**src/rtl/rpn_pkg.sv**
```systemverilog
// Shared definitions for the RPN result printer: ASCII codes, widths and FSM states.
package rpn_pkg;

    localparam int BIN_W      = 16;
    localparam int BCD_DIGITS = 5;

    localparam logic [7:0] ASCII_0     = 8'h30;
    localparam logic [7:0] ASCII_MINUS = 8'h2D;
    localparam logic [7:0] ASCII_CR    = 8'h0D;
    localparam logic [7:0] ASCII_LF    = 8'h0A;

    typedef enum logic [2:0] {
        ST_IDLE,
        ST_CONV,
        ST_SIGN,
        ST_DIGIT,
        ST_EOL
    } state_e;

    function automatic logic [7:0] bcd_to_ascii(input logic [3:0] d);
        return ASCII_0 + {4'b0000, d};
    endfunction

endpackage

```
**src/rtl/rpn_bin2bcd.sv**
```systemverilog
// Sequential double-dabble: 16-bit binary to five BCD digits, done pulses 16 cycles after start.
module rpn_bin2bcd
    import rpn_pkg::*;
(
    input  logic                    clk,
    input  logic                    rst,
    input  logic                    start_i,
    input  logic [BIN_W-1:0]        bin_i,
    output logic [4*BCD_DIGITS-1:0] bcd_o,
    output logic                    done_o
);

    localparam int SR_W = 4*BCD_DIGITS + BIN_W;

    logic [SR_W-1:0] sr_q, sr_d;
    logic [3:0]      cnt_q, cnt_d;
    logic            done_q, done_d;

    function automatic logic [SR_W-1:0] dd_step(input logic [SR_W-1:0] s);
        logic [SR_W-1:0] t;
        t = s;
        for (int d = 0; d < BCD_DIGITS; d++) begin
            if (t[BIN_W+4*d +: 4] >= 4'd5) begin
                t[BIN_W+4*d +: 4] = t[BIN_W+4*d +: 4] + 4'd3;
            end
        end
        return {t[SR_W-2:0], 1'b0};
    endfunction

    // The first iteration runs on the load edge, so 15 remain afterwards.
    always_comb begin
        sr_d   = sr_q;
        cnt_d  = cnt_q;
        done_d = 1'b0;
        if (start_i) begin
            sr_d  = dd_step({{(4*BCD_DIGITS){1'b0}}, bin_i});
            cnt_d = 4'(BIN_W - 1);
        end else if (cnt_q != 4'd0) begin
            sr_d   = dd_step(sr_q);
            cnt_d  = cnt_q - 4'd1;
            done_d = (cnt_q == 4'd1);
        end
    end

    always_ff @(posedge clk) begin
        if (rst) begin
            sr_q   <= '0;
            cnt_q  <= '0;
            done_q <= 1'b0;
        end else begin
            sr_q   <= sr_d;
            cnt_q  <= cnt_d;
            done_q <= done_d;
        end
    end

    assign bcd_o  = sr_q[SR_W-1:BIN_W];
    assign done_o = done_q;

endmodule

```
**src/rtl/rpn_result_printer.sv**
```systemverilog
// Prints each RPN core result as decimal ASCII plus end-of-line over a valid/ready byte stream.
// state    | meaning
// IDLE     | waiting for a result or a pending value
// CONV     | double-dabble running on the magnitude
// SIGN     | presenting '-'
// DIGIT    | presenting digits, most significant first
// EOL      | presenting CR and/or LF
module rpn_result_printer #(
    parameter bit SIGNED   = 1'b1,
    parameter bit EOL_CRLF = 1'b1
) (
    input  logic        clk,
    input  logic        rst,
    input  logic [15:0] res_value,
    input  logic        res_ready,
    output logic [7:0]  tx_data,
    output logic        tx_valid,
    input  logic        tx_ready,
    output logic        busy,
    output logic        overrun
);
    import rpn_pkg::*;

    state_e                  state_q, state_d;
    logic [BIN_W-1:0]        val_q, val_d;
    logic [BIN_W-1:0]        pend_val_q, pend_val_d;
    logic                    pend_full_q, pend_full_d;
    logic                    start_q, start_d;
    logic [7:0]              tx_data_q, tx_data_d;
    logic                    tx_valid_q, tx_valid_d;
    logic [2:0]              idx_q, idx_d;
    logic                    overrun_q, overrun_d;

    logic                    neg;
    logic [BIN_W-1:0]        mag;
    logic [4*BCD_DIGITS-1:0] bcd;
    logic                    bcd_done;
    logic [2:0]              first_idx;
    logic                    accept;

    function automatic logic [3:0] digit_at(input logic [4*BCD_DIGITS-1:0] b,
                                            input logic [2:0] i);
        return b[{i, 2'b00} +: 4];
    endfunction

    assign neg    = SIGNED && val_q[BIN_W-1];
    assign mag    = neg ? (~val_q + 16'd1) : val_q;
    assign accept = tx_valid_q && tx_ready;

    rpn_bin2bcd u_bin2bcd (
        .clk     (clk),
        .rst     (rst),
        .start_i (start_q),
        .bin_i   (mag),
        .bcd_o   (bcd),
        .done_o  (bcd_done)
    );

    // Highest nonzero digit; the units digit is always printed.
    always_comb begin
        first_idx = 3'd0;
        for (int k = 1; k < BCD_DIGITS; k++) begin
            if (digit_at(bcd, 3'(k)) != 4'd0) first_idx = 3'(k);
        end
    end

    always_comb begin
        state_d     = state_q;
        val_d       = val_q;
        pend_val_d  = pend_val_q;
        pend_full_d = pend_full_q;
        start_d     = 1'b0;
        tx_data_d   = tx_data_q;
        tx_valid_d  = tx_valid_q;
        idx_d       = idx_q;
        overrun_d   = 1'b0;

        if (res_ready && state_q != ST_IDLE) begin
            pend_val_d  = res_value;
            pend_full_d = 1'b1;
            overrun_d   = pend_full_q;
        end

        case (state_q)
            ST_IDLE: begin
                if (res_ready) begin
                    val_d   = res_value;
                    state_d = ST_CONV;
                    start_d = 1'b1;
                end else if (pend_full_q) begin
                    val_d       = pend_val_q;
                    pend_full_d = 1'b0;
                    state_d     = ST_CONV;
                    start_d     = 1'b1;
                end
            end
            ST_CONV: begin
                if (bcd_done) begin
                    tx_valid_d = 1'b1;
                    idx_d      = first_idx;
                    if (neg) begin
                        state_d   = ST_SIGN;
                        tx_data_d = ASCII_MINUS;
                    end else begin
                        state_d   = ST_DIGIT;
                        tx_data_d = bcd_to_ascii(digit_at(bcd, first_idx));
                    end
                end
            end
            ST_SIGN: begin
                if (accept) begin
                    state_d   = ST_DIGIT;
                    tx_data_d = bcd_to_ascii(digit_at(bcd, idx_q));
                end
            end
            ST_DIGIT: begin
                if (accept) begin
                    if (idx_q == 3'd0) begin
                        state_d   = ST_EOL;
                        tx_data_d = EOL_CRLF ? ASCII_CR : ASCII_LF;
                    end else begin
                        idx_d     = idx_q - 3'd1;
                        tx_data_d = bcd_to_ascii(digit_at(bcd, idx_q - 3'd1));
                    end
                end
            end
            ST_EOL: begin
                if (accept) begin
                    if (EOL_CRLF && tx_data_q == ASCII_CR) begin
                        tx_data_d = ASCII_LF;
                    end else begin
                        state_d    = ST_IDLE;
                        tx_valid_d = 1'b0;
                        tx_data_d  = 8'h00;
                    end
                end
            end
            default: state_d = ST_IDLE;
        endcase
    end

    always_ff @(posedge clk) begin
        if (rst) begin
            state_q     <= ST_IDLE;
            val_q       <= '0;
            pend_val_q  <= '0;
            pend_full_q <= 1'b0;
            start_q     <= 1'b0;
            tx_data_q   <= 8'h00;
            tx_valid_q  <= 1'b0;
            idx_q       <= 3'd0;
            overrun_q   <= 1'b0;
        end else begin
            state_q     <= state_d;
            val_q       <= val_d;
            pend_val_q  <= pend_val_d;
            pend_full_q <= pend_full_d;
            start_q     <= start_d;
            tx_data_q   <= tx_data_d;
            tx_valid_q  <= tx_valid_d;
            idx_q       <= idx_d;
            overrun_q   <= overrun_d;
        end
    end

    assign tx_data  = tx_data_q;
    assign tx_valid = tx_valid_q;
    assign busy     = (state_q != ST_IDLE);
    assign overrun  = overrun_q;

endmodule

```
**config.mk**
```make
export PLATFORM = sky130hd
export DESIGN_NAME = rpn_result_printer
export DESIGN_NICKNAME = d
export VERILOG_FILES = /design/src/rtl/rpn_pkg.sv /design/src/rtl/rpn_bin2bcd.sv /design/src/rtl/rpn_result_printer.sv
export SDC_FILE = /design/constraint.sdc
export NUM_CORES = 1
export LEC_CHECK = 0
export ABC_AREA = 0
export CAP_MARGIN = 25
export CORE_UTILIZATION = 45
export CTS_BUF_LIST = sky130_fd_sc_hd__clkbuf_4
export CTS_CLUSTER_DIAMETER = 80
export DETAILED_ROUTE_END_ITERATION = 10
export GPL_TIMING_DRIVEN = 0
export HOLD_SLACK_MARGIN = 0.06
export SYNTH_ARGS = -nofsm -noshare
export SYNTH_HDL_FRONTEND = slang
export SYNTH_SLANG_ARGS = --single-unit
```
**constraint.sdc**
```tcl
create_clock -name clk -period 4.9 [get_ports clk]
set_input_delay 1.47 -clock clk [delete_from_list [all_inputs] [get_ports clk]]
set_output_delay 1.47 -clock clk [all_outputs]
set_load 0.05 [all_outputs]
```
==> out/qor.yml <==
clocking:
  cts.clk_slew.worst_paths_ns: 0.14
  cts.path.max_buffers: 2
  postCtsSetupBuffers: 0
  cts_sinks: 88
  cts_tree: "yes"
  cts_hold_buf: 0
  h-tree-depth: 3
  cts_root_buf: "clkbuf_4"
  cts_made_buffers: 9
  ctsResizeCount: 0
  clk_latency_ns: 0.47
global_route:
  antenna_found_initial: 0
  track_usage: 0.2357
  grt_max_degree: 15
  overflow: 0
  grt_pass1_vias: 4374
  grt_first_pass_wirelength_mm: 21.03
synth:
  synthSimpleGateAreaFrac: 0.2392
  synthesis.area_um2: 5042
  ys_top_cells_by_area: "dfxtp_1 35%, nand2_1 7.1%, mux2i_1 6.4%, a21oi_1 5.6%, a211oi_1 5.4%"
  synth_compound_area_frac: 0.1940
  yosysMostFrequentCell: "nand2_1"
  ys_seq_area_frac: 0.3494
  synth_top_family_by_area: "simple AND/OR/NAND/NOR gates"
  synth-xor-area-share: 0.03648
  synth_edf_count: 0
  yosysTopAreaCell: "dfxtp_1"
  synth-warning-count: 0
  synth_ff_type: "dfxtp_1"
  synth_top_area_frac: 0.3494
  ys_types: 61
  synthMuxAreaShare: 0.08586
  synth_seq_cells: 88
  avgSynthCellArea_um2: 8.029
  netlist_top_cells_count: "95 x nand2_1, 88 x dfxtp_1, 56 x a21oi_1, 49 x nor2_1"
  synthArstFlopShare: 0
  synth_fa_ha_area_frac: 0.03970
  syn_inst: 628
floorplan:
  core_area_um2: 10890
  initial_utilization: 0.4631
  num_rows: 38
  pin_count: 31
  die_area_um2: 11630
  die_width_um: 107.9
  die_h_um: 107.9
sta:
  setup_ws_ns: 1.251
  finalSetupViolations: 0
  fmax_mhz: 274.1
  period_share: 0.7446
  slew_violations: 0
  finClkSkew_ns: 0.01064
  rsz0062_at_grt: "no"
  relSlewSlack: 0.5389
  setup_tns_ns: 0
  finalHoldViolCount: 0
  period_minus_slack_ns: 3.649
  worst_pin_slew_ns: 0.6864
min_path:
  hold_path.class: "reg2reg"
final_layout:
  final_layout_size_suffix_gt1_frac: 0.06092
  synthToLayoutAreaGrowth_pct: 11.76
  seq_area_um2: 1762
  n_antenna_cell: 0
  final_area_um2: 5635
  fillers: 1051
  nets: 704
  multi_input_area_um2: 3009
critical_path:
  cp.required_ns: 3.43
  r2r_slack_ns: 2.20
  reg2reg_depth: 8
  rr_startpoint: "u_bin2bcd.cnt_q[0]"
  cp-startpoint: "state_q[1]"
  worst_r2r_endpoint: "u_bin2bcd.sr_q[26]"
  cp-endpoint: "busy"
  crit_fanout: 7
  cp-end-kind: "output port"
  crit_arrival_ns: 2.18
  path_class: "reg2out"
  start_kind: "register"
place:
  dpl_cell_area_um2: 5502
  place_hpwl_mm: 9.595
  io_buffers: 28
  gp_congestion: 0.8486
  dp_slack_ns: 1.479
run_status:
  status: "complete, no violations"
route:
  routed_via_density: 5.669
  routed_wl_mm: 12.96
  detail-route-antenna-nets: 0
  drc: 0
  first_pass_iters: 5
  first_iter_violations: 259
  num_vias: 4609
  wl_per_cell_um: 15.94
job:
  cap_violations: 0
power:
  power_density_nw_per_um2: 379.4
  total_leakage_power_nw: 1.968
  peakVddDrop_v: 0.0002211
==> registers in the layout, indices dropped and copies added (netlist names) <==
signal	cells
idx_q	3
overrun	1
pend_full_q	1
pend_val_q	16
start_q	1
state_q	3
tx_data	6
tx_valid	1
u_bin2bcd.cnt_q	4
u_bin2bcd.done_o	1
u_bin2bcd.sr_q	35
val_q	16
==> cell families (layout without fill, tap and decap cells) <==
group           count (synthesis)  in the layout
compound gates                155            155
xor+xnor                       21             21
fa+ha+maj                      16             16
buf+inv                        69            113
flops                          88             88
mux                            37             37
other cells                     1              2
simple gates                  241            241
==> final cells by class <==
class,count,share of cell area
Buffer,49,0.03552
Clock buffer,10,0.01332
Clock inverter,6,0.01044
Inverter,20,0.01332
Multi-Input combinational cell,472,0.5340
Sequential cell,88,0.3126
Tap cell,140,0.03108
Timing Repair Buffer,28,0.04973
==> worst min-delay path by stage <==
stage / from / endpoint / slack, ns / cells after the start
finish: pend_val_q[4] / pend_val_q[4] / 0.46 / 2
global placement: pend_val_q[1] / pend_val_q[1] / 0.44 / 2
detailed placement: pend_val_q[4] / pend_val_q[4] / 0.45 / 2
global route: pend_val_q[4] / pend_val_q[4] / 0.48 / 2
floorplan: pend_val_q[0] / pend_val_q[0] / 0.44 / 2
CTS: pend_val_q[4] / pend_val_q[4] / 0.47 / 2
==> through the flow <==
step	cells	util	total power, mW	hold slack (ns)
detailed placement	797	0.5053	1.725	0.4473
global route	813	0.5176	2.284	0.4810
finish	813	0.5176	2.138	0.4634
floorplan	629	-	1.488	0.4357
CTS	813	0.5176	2.150	0.4663
global placement	797	0.5053	1.706	0.4410
==> cell usage in the layout (no fill, tap or decap), types with 5 or more instances in the layout <==
| cell | Yosys | layout |
|---|---|---|
| nor3_1 | 14 | 14 |
| nand2_1 | 95 | 95 |
| and3_1 | 11 | 11 |
| dfxtp_1 | 88 | 88 |
| xor2_1 | 14 | 14 |
| clkbuf_1 | 36 | 36 |
| nor3b_1 | 9 | 9 |
| xnor2_1 | 7 | 7 |
| a211oi_1 | 36 | 36 |
| mux2i_1 | 32 | 32 |
| ha_1 | 16 | 16 |
| nand3b_1 | 5 | 5 |
| o21ai_0 | 30 | 30 |
| inv_1 | 20 | 20 |
| clkbuf_4 | 0 | 10 |
| nand2b_1 | 14 | 14 |
| a21oi_1 | 56 | 56 |
| nand3_1 | 10 | 10 |
| clkdlybuf4s50_1 | 0 | 28 |
| nor2_1 | 49 | 49 |
| mux4_2 | 5 | 5 |
==> critical path, cell delays in order, from the launching register on <==
cell and delay, ns:
dfxtp_1 0.46, or3_1 0.15, clkbuf_1 0.24, clkdlybuf4s50_1 0.86
==> power breakdown <==
part | switching, mW | total (mW) | internal, mW | leakage [nW]
clock network | 0.265 | 0.424 | 0.159 | 0.0719
registers | 0.0839 | 0.890 | 0.806 | 0.718
logic | 0.518 | 0.824 | 0.306 | 1.18
total | 0.867 | 2.14 | 1.27 | 1.97
==> layer usage <==
layer | wire, um | track usage | part of all wire
met1 | 5602 | 0.2798 | 0.43
met4 | 343 | 0.1164 | 0.026
met3 | 623 | 0.03571 | 0.048
met5 | 0 | 0 | 0
met2 | 6388 | 0.4116 | 0.49
(Power assumes the default switching activity.)
